===== src/rtl/keccak_squeeze_if.sv =====
// keccak_squeeze_if: state intake and lane output handshakes of the sponge squeeze unit
// slave side (the squeeze unit) receives state_in/state_valid/lane_ready and drives the rest
interface keccak_squeeze_if #(
    parameter int l = 6
);
    localparam int w = 2 ** l;
    localparam int b = 25 * w;
    logic [b-1:0] state_in;
    logic         state_valid;
    logic         state_ready;
    logic         perm_req;
    logic [w-1:0] lane_out;
    logic         lane_valid;
    logic         lane_ready;
    logic         lane_last;
    logic         busy;
    modport master (
        output state_in, state_valid, lane_ready,
        input  state_ready, perm_req, lane_out, lane_valid, lane_last, busy
    );
    modport slave (
        input  state_in, state_valid, lane_ready,
        output state_ready, perm_req, lane_out, lane_valid, lane_last, busy
    );
endinterface


===== src/rtl/keccak_squeeze.sv =====
// keccak_squeeze: streams the rate lanes of permuted states out as w-bit lanes, requesting permutations as needed
// ports: clk, reset (async, active-high), s (keccak_squeeze_if.slave: state intake, lane output, perm_req, busy)
module keccak_squeeze #(
    parameter int l          = 6,
    parameter int RATE_LANES = 17,
    parameter int OUT_LANES  = 4
) (
    input logic clk,
    input logic reset,
    keccak_squeeze_if.slave s
);
    localparam int w  = 2 ** l;
    localparam int b  = 25 * w;
    localparam int iw = RATE_LANES > 1 ? $clog2(RATE_LANES) : 1;
    localparam int cw = $clog2(OUT_LANES + 1);
    localparam logic [iw-1:0] idx_end = iw'(RATE_LANES - 1);
    localparam logic [cw-1:0] cnt_end = cw'(OUT_LANES - 1);
    typedef enum logic [1:0] {IDLE, EMIT, WAIT_PERM} st_t;
    st_t          st;
    logic [b-1:0] sreg;
    logic [iw-1:0] lane_idx;
    logic [cw-1:0] out_cnt;
    logic ready_q, perm_q, valid_q, last_q, busy_q;
    int   pos;
    // emission index n maps to lane (x=n%5, y=n/5), stored at lane slot 5x+y
    always_comb pos = 5 * (int'(lane_idx) % 5) + int'(lane_idx) / 5;
    assign s.lane_out    = sreg[w*pos +: w];
    assign s.state_ready = ready_q;
    assign s.perm_req    = perm_q;
    assign s.lane_valid  = valid_q;
    assign s.lane_last   = last_q;
    assign s.busy        = busy_q;
    always_ff @(posedge clk or posedge reset) begin
        if (reset) begin
            st       <= IDLE;
            sreg     <= '0;
            lane_idx <= '0;
            out_cnt  <= '0;
            ready_q  <= 1'b1;
            perm_q   <= 1'b0;
            valid_q  <= 1'b0;
            last_q   <= 1'b0;
            busy_q   <= 1'b0;
        end else begin
            case (st)
                IDLE: if (s.state_valid) begin
                    sreg     <= s.state_in;
                    lane_idx <= '0;
                    out_cnt  <= '0;
                    st       <= EMIT;
                    ready_q  <= 1'b0;
                    valid_q  <= 1'b1;
                    busy_q   <= 1'b1;
                    last_q   <= (OUT_LANES == 1);
                end
                EMIT: if (s.lane_ready) begin
                    if (last_q) begin
                        st      <= IDLE;
                        valid_q <= 1'b0;
                        last_q  <= 1'b0;
                        busy_q  <= 1'b0;
                        ready_q <= 1'b1;
                    end else if (lane_idx == idx_end) begin
                        out_cnt <= out_cnt + 1'b1;
                        st      <= WAIT_PERM;
                        valid_q <= 1'b0;
                        ready_q <= 1'b1;
                        perm_q  <= 1'b1;
                    end else begin
                        lane_idx <= lane_idx + 1'b1;
                        out_cnt  <= out_cnt + 1'b1;
                        last_q   <= (out_cnt + 1'b1 == cnt_end);
                    end
                end
                WAIT_PERM: if (s.state_valid) begin
                    sreg     <= s.state_in;
                    lane_idx <= '0;
                    st       <= EMIT;
                    ready_q  <= 1'b0;
                    valid_q  <= 1'b1;
                    perm_q   <= 1'b0;
                    last_q   <= (out_cnt == cnt_end);
                end
                default: st <= IDLE;
            endcase
        end
    end
endmodule


===== src/flat_wrapper.sv =====
// flat-port wrapper written by rule: the top's interface ports become plain ports
module keccak_squeeze_flat 
#(
    parameter int l          = 6,
    parameter int RATE_LANES = 17,
    parameter int OUT_LANES  = 4
)
  (clk, reset, s_state_in, s_state_valid, s_lane_ready, s_state_ready, s_perm_req, s_lane_out, s_lane_valid, s_lane_last, s_busy);
  keccak_squeeze_if #(.l(l)) s_i ();
  input logic clk;
  input logic reset;
  input wire logic [$bits(s_i.state_in)-1:0] s_state_in;
  input wire logic [$bits(s_i.state_valid)-1:0] s_state_valid;
  input wire logic [$bits(s_i.lane_ready)-1:0] s_lane_ready;
  output wire logic [$bits(s_i.state_ready)-1:0] s_state_ready;
  output wire logic [$bits(s_i.perm_req)-1:0] s_perm_req;
  output wire logic [$bits(s_i.lane_out)-1:0] s_lane_out;
  output wire logic [$bits(s_i.lane_valid)-1:0] s_lane_valid;
  output wire logic [$bits(s_i.lane_last)-1:0] s_lane_last;
  output wire logic [$bits(s_i.busy)-1:0] s_busy;
  assign s_i.state_in = s_state_in;
  assign s_i.state_valid = s_state_valid;
  assign s_i.lane_ready = s_lane_ready;
  assign s_state_ready = s_i.state_ready;
  assign s_perm_req = s_i.perm_req;
  assign s_lane_out = s_i.lane_out;
  assign s_lane_valid = s_i.lane_valid;
  assign s_lane_last = s_i.lane_last;
  assign s_busy = s_i.busy;
  keccak_squeeze #(.l(l), .RATE_LANES(RATE_LANES), .OUT_LANES(OUT_LANES)) u_core (.clk(clk), .reset(reset), .s(s_i));
endmodule

===== config.mk =====
export PLATFORM = sky130hd
export DESIGN_NAME = keccak_squeeze_flat
export DESIGN_NICKNAME = d
export VERILOG_FILES = /design/src/rtl/keccak_squeeze_if.sv /design/src/rtl/keccak_squeeze.sv /design/src/flat_wrapper.sv
export SDC_FILE = /design/constraint.sdc
export NUM_CORES = 2
export LEC_CHECK = 0
export CORE_AREA = 2 2 647 649
export CTS_CLUSTER_DIAMETER = 30
export DETAILED_ROUTE_END_ITERATION = 7
export DIE_AREA = 0 0 649 651
export GPL_TIMING_DRIVEN = 0
export SLEW_MARGIN = 20
export SYNTH_ARGS = -nofsm -noshare
export SYNTH_HDL_FRONTEND = slang
export SYNTH_SLANG_ARGS = --single-unit

===== constraint.sdc =====
create_clock -name clk -period 72.3 [get_ports clk]
set_input_delay 10.845 -clock clk [delete_from_list [all_inputs] [get_ports clk]]
set_output_delay 10.845 -clock clk [all_outputs]
set_load 0.05 [all_outputs]

### Word-level counts from Yosys, hierarchy flattened

Index checks and enable logic that the tools add are counted.

* input port bits: 1604
* logic and storage cells: 79
* output and inout port bits: 69
* register bits: 1615

* eq/ne operators: 14
* mux-type cells: 35
* add/sub/neg operators: 3
* shift-type cells: 1
* divide/modulo/power cells: 2
* $mul: 1
* reductions and logical operators: 14

Operators by type and width (number)
* $shiftx A1600 B32 Y64: 1
* $div A6 B4 Y32 const B: 1
* $mod A6 B4 Y32 const B: 1
* $mul A4 B32 Y26 const A: 1
* $add A26 B26 Y26: 1
* $mux W5: 4
* $mux W1: 16
* $reduce_and A4 Y1: 4
* $ne A2 B2 Y1 const B: 5
* $pmux W5 S2: 1
* $reduce_and A5 Y1: 2
* $mux W3: 3
* $mux W2: 4
* $pmux W1 S2: 4
* $eq A3 B2 Y1 const B: 2
* $ne A2 B1 Y1 const B: 3
* $pmux W3 S2: 1
* $reduce_bool A2 Y1: 3
* $add A5 B1 Y5 const B: 1
* $eq A5 B5 Y1 const B: 1
* $pmux W2 S2: 1
* $add A3 B1 Y3 const B: 1
* $ne A3 B1 Y1 const B: 1
* $pmux W1 S3: 1
* 7 further kinds: 7

### Longest topological paths before layout

* word-level depth: 6
* mapped depth: 37
* gate-level depth less buffers: 28

### Least setup slack after synthesis

No wires, ideal clock.

* path type: register to output
* start point: reg u_core.lane_idx[4]
* end point: out s_lane_out[26]
* arrival time: 9250 ps
* setup slack: 52205 ps
* cell stages (with the launch flop): 33
* required time: 61455 ps
* cells stage by stage: dfrtp_1 > buf_2 > buf_2 > and3b_1 > a21oi_1 > ha_1 > nor2b_1 > a22oi_1 > nand3_1 > xnor2_1 > inv_1 > ha_1 > inv_1 > a2bb2oi_1 > nor3_2 > inv_2 > clkbuf_1 > clkbuf_1 > clkbuf_1 > ha_1 > clkinv_1 > clkbuf_1 > buf_1 > ha_1 > ha_1 > fa_1 > buf_1 > buf_1 > clkbuf_1 > clkbuf_1 > o21ai_0 > o21ai_0 > nor4bb_1

* longest elaborated chain between the ends: 4

RTL lines
* from (decl): RTL line keccak_squeeze.sv:21 `logic [iw-1:0] lane_idx;`
* from (signal assigned): RTL line keccak_squeeze.sv:70 `lane_idx <= lane_idx + 1'b1;`
* $mod A6 B4 Y32: RTL line keccak_squeeze.sv:26 `always_comb pos = 5 * (int'(lane_idx) % 5) + int'(lane_idx) / 5;`
* $mul A4 B32 Y26: RTL line keccak_squeeze.sv:26
* $add A26 B26 Y26 *: RTL line keccak_squeeze.sv:26
* $shiftx A1600 B32 Y64 *: RTL line keccak_squeeze.sv:27 `assign s.lane_out = sreg[w*pos +: w];`
* to (decl): RTL line flat_wrapper.sv:17 `output wire logic [$bits(s_i.lane_out)-1:0] s_lane_out;`

Mark *: on every way between the ends. The rest lies on a longest branch, timed or not.

### Worst setup path in the final report

* start point: reg u_core.lane_idx[4]
* end point: out s_lane_out[60]

The elaborated chain is that of the path after synthesis.

==> run metrics <==
Post-synth EDFFs=0; reg2reg path depth=12; hold path depth=2; H-tree depth=5; first-pass GRT wire length=913.3 mm; clock sink total=1615; Post-Syn Area=0.07569 mm²; CP Data Arrival Time=16.14 ns; asr flop ratio synth=1.000; Synth Flop Type=dfrtp_1; final setup violation count=0; First DRT Iteration DRCs=10867; Peak Freq=between 0.03 and 0.04 GHz; post-CTS sizing=0; Total GRT Usage=0.3402; DRC=0; row count=237; total grt overflow=0; Critical Path Slowest Stage Cell=a32oi_1; vias in the first global route=82206; # IOs=1673; initial core utilization=0.1822; vias=86243; detailed-route wire length per cell=around 42 µm; Pre-antenna DRT Iters=8; Buf/Inv on CP=17; Die Span Y=651 µm; initial antenna violation count=502; worst endpoint required time=61.45 ns; post-CTS setup buffers=0; Worst setup endpoint=s_lane_out[60]; Yosys Warn Count=0; Post-Syn Instances=9315; final setup TNS=0 ns; Die Footprint=0.4225 mm²; startpoint types=flip-flop; Port-buffer cells=1672; root buffer cell=clkbuf_16; Reg-to-Reg End=u_core.sreg[1010]; drt total wl=745.4 mm; fin crit period=26.99 ns; Worst-Skew Late Latency=1.00 ns; clock skew=0.08536 ns; Worst setup EP type=output port; Max Slew Vio Count=0; Crit path largest cell delay=slightly above 0.9 ns; Worst R2R Setup Slack=66.79 ns; CTS tree=yes; worst rel slew slack=0.1266; number of distinct library cells after synthesis=73; Synth Area per Inst=just over 8 µm²; status=complete, no violations; Max Cap Viol=0; via/cell ratio=about 5; Stages on worst setup path=35; Slew @ Worst Pin=around 1.3 ns; CP Launch Point=u_core.lane_idx[4]; Syn Nets=approximately 11000; clk buf depth=4; routability congestion estimate=1.027; register area share after synthesis=0.5339; layout cell share with drive strength beyond 1=0.1106; Crit Path Category=flip-flop to output port; Final #Nets=13213; Max FO, Critical Path=10; core area=around 0.42 mm²; die width=649 µm; hold_buf cts=0; Yosys reg bits=1615; clk slew on worst S/H paths=around 0.040 ns; Hold Path Class=flip-flop to flip-flop; largest net degree at the start of global routing=106; hpwl dp=616.3 mm; post-route ant nets=0; CP top delay family=buffers and inverters; period utilization=0.3733; final hold violations=0; Num CTS Buffers=440; synthesis-to-finish area growth=57.52%; RSZ-0062 raised after global routing=false; worst r2r src=u_core.st[0]
worst register-to-register path, cell delays in order (launching register included):
cell	delay, ns
dfrtp_1	0.43
inv_1	0.13
ha_1	0.35
or2_2	0.17
clkbuf_1	0.37
and2_1	0.20
clkbuf_1	0.69
clkbuf_1	0.84
clkbuf_2	0.65
buf_16	0.26
clkbuf_1	0.86
nand2_1	0.30
nand2_1	0.13
worst min path at each step:
stage | startpoint | end
final | u_core.sreg[15] | u_core.sreg[15]
after floorplan | u_core.sreg[111] | u_core.sreg[111]
after CTS | u_core.sreg[461] | u_core.sreg[461]
after global placement | u_core.sreg[971] | u_core.sreg[971]
after global routing | u_core.sreg[15] | u_core.sreg[15]
after detailed placement | u_core.sreg[461] | u_core.sreg[461]
cells by family (layout without fill, tap and decap cells):
| group | Yosys count | after routing | synth area share |
|---|---|---|---|
| DFF | 1615 | 1615 | 0.5339 |
| other | 0 | 218 | 0 |
| adders and majority gates | 31 | 31 | 0.005223 |
| xor gates and xnor gates | 13 | 13 | 0.001504 |
| buffers and inverters | 640 | 3277 | 0.03433 |
| muxes | 356 | 356 | 0.05260 |
| and+or+nand+nor | 5914 | 5914 | 0.3030 |
| AOI/OAI and AO/OA | 746 | 746 | 0.06941 |
cell usage after synthesis (9+ instances only):
| cell | instances | area share |
|---|---|---|
| nand2_1 | 5495 | 0.27 |
| dfrtp_1 | 1614 | 0.53 |
| clkbuf_1 | 468 | 0.023 |
| mux2i_1 | 283 | 0.037 |
| a21oi_1 | 155 | 0.010 |
| nand3_1 | 113 | 0.0075 |
| o22ai_1 | 101 | 0.0083 |
| a32oi_1 | 90 | 0.010 |
| o21ai_0 | 65 | 0.0043 |
| buf_2 | 63 | 0.0042 |
| nor2_1 | 62 | 0.0031 |
| nor3_1 | 59 | 0.0039 |
| buf_1 | 56 | 0.0028 |
| nor4_1 | 56 | 0.0046 |
| a221oi_1 | 49 | 0.0057 |
| mux2_2 | 44 | 0.0065 |
| o211ai_1 | 43 | 0.0043 |
| nand4_1 | 41 | 0.0034 |
| a31oi_1 | 39 | 0.0032 |
| or3_1 | 33 | 0.0027 |
| buf_4 | 31 | 0.0031 |
| ha_1 | 30 | 0.0050 |
| mux4_2 | 29 | 0.0086 |
| a22oi_1 | 27 | 0.0027 |
| a211oi_1 | 23 | 0.0023 |
| o31ai_1 | 22 | 0.0022 |
| o2111ai_1 | 21 | 0.0024 |
| inv_1 | 18 | 0.00089 |
| o221ai_1 | 16 | 0.0019 |
| o22a_1 | 14 | 0.0016 |
| a32o_1 | 11 | 0.0015 |
| and3_1 | 11 | 0.00091 |
| nor2b_1 | 10 | 0.00083 |
| xnor2_1 | 9 | 0.0010 |
sequential cells by signal (all words and copies together) (netlist names):
signal and flops:
u_core.out_cnt 3, u_core.s.lane_valid 1, u_core.s.busy 1, u_core.s.state_ready 1, u_core.s.perm_req 1, u_core.st 2
u_core.lane_idx 5, u_core.sreg 1600, u_core.s.lane_last 1
through the flow:
| step | std cells | hold slack [ns] | util | setup WS, ns | area [µm²] |
|---|---|---|---|---|---|
| 3_5_place_dp | 16633 | 0.4586 | 0.2472 | 46.90 | 102700 |
| 2_1_floorplan | 9315 | 0.4379 | - | 15.88 | 75690 |
| 4_1_cts | 17449 | 0.4697 | 0.2856 | 45.79 | 118700 |
| 5_1_grt | 17518 | 0.4807 | 0.2861 | 45.44 | 118900 |
| 6_report | 17667 | 0.4680 | 0.2870 | 45.31 | 119200 |
| 3_3_place_gp | 16484 | 0.4534 | 0.2390 | -8.263 | 99310 |
cell type report:
cell class	count	area, µm²
Antenna cell	218	545.5
Buffer	619	2733
Clock buffer	564	12260
Clock inverter	252	3724
Fill cell	44387	296200
Inverter	21	86.33
Multi-Input combinational cell	7060	33050
Sequential cell	1615	40420
Tap cell	5497	6878
Timing Repair Buffer	1821	19550
layer usage:
layer	vias up	routed length, µm	track usage
li1	35146	-	-
met4	252	61210	0.2402
met2	6258	325600	0.5228
met5	-	1740	0
met3	2018	84140	0.1426
met1	42569	272700	0.3802
placed cells by master (no fill, tap or decap), types with 33 or more instances in the layout:
cell type / instances
diode_2: 218
o211ai_1: 43
bufinv_16: 65
buf_16: 63
clkbuf_1: 372
clkbuf_2: 141
a31oi_1: 38
a221oi_1: 42
buf_1: 43
or3_1: 33
nor2_1: 56
clkdlybuf4s50_1: 1672
clkinvlp_4: 47
buf_2: 80
a21oi_1: 153
mux2i_1: 275
nand3_1: 113
clkbuf_16: 441
nand4_1: 41
mux2_2: 44
a32oi_1: 85
o21ai_0: 65
clkinv_2: 84
buf_4: 65
clkbuf_8: 76
o22ai_1: 101
dfrtp_1: 1614
nor3_1: 59
nand2_1: 5494
Power is left out: the tool's default activity adds up to more than one toggle a clock period on the data nets, which glitch-free logic cannot reach.
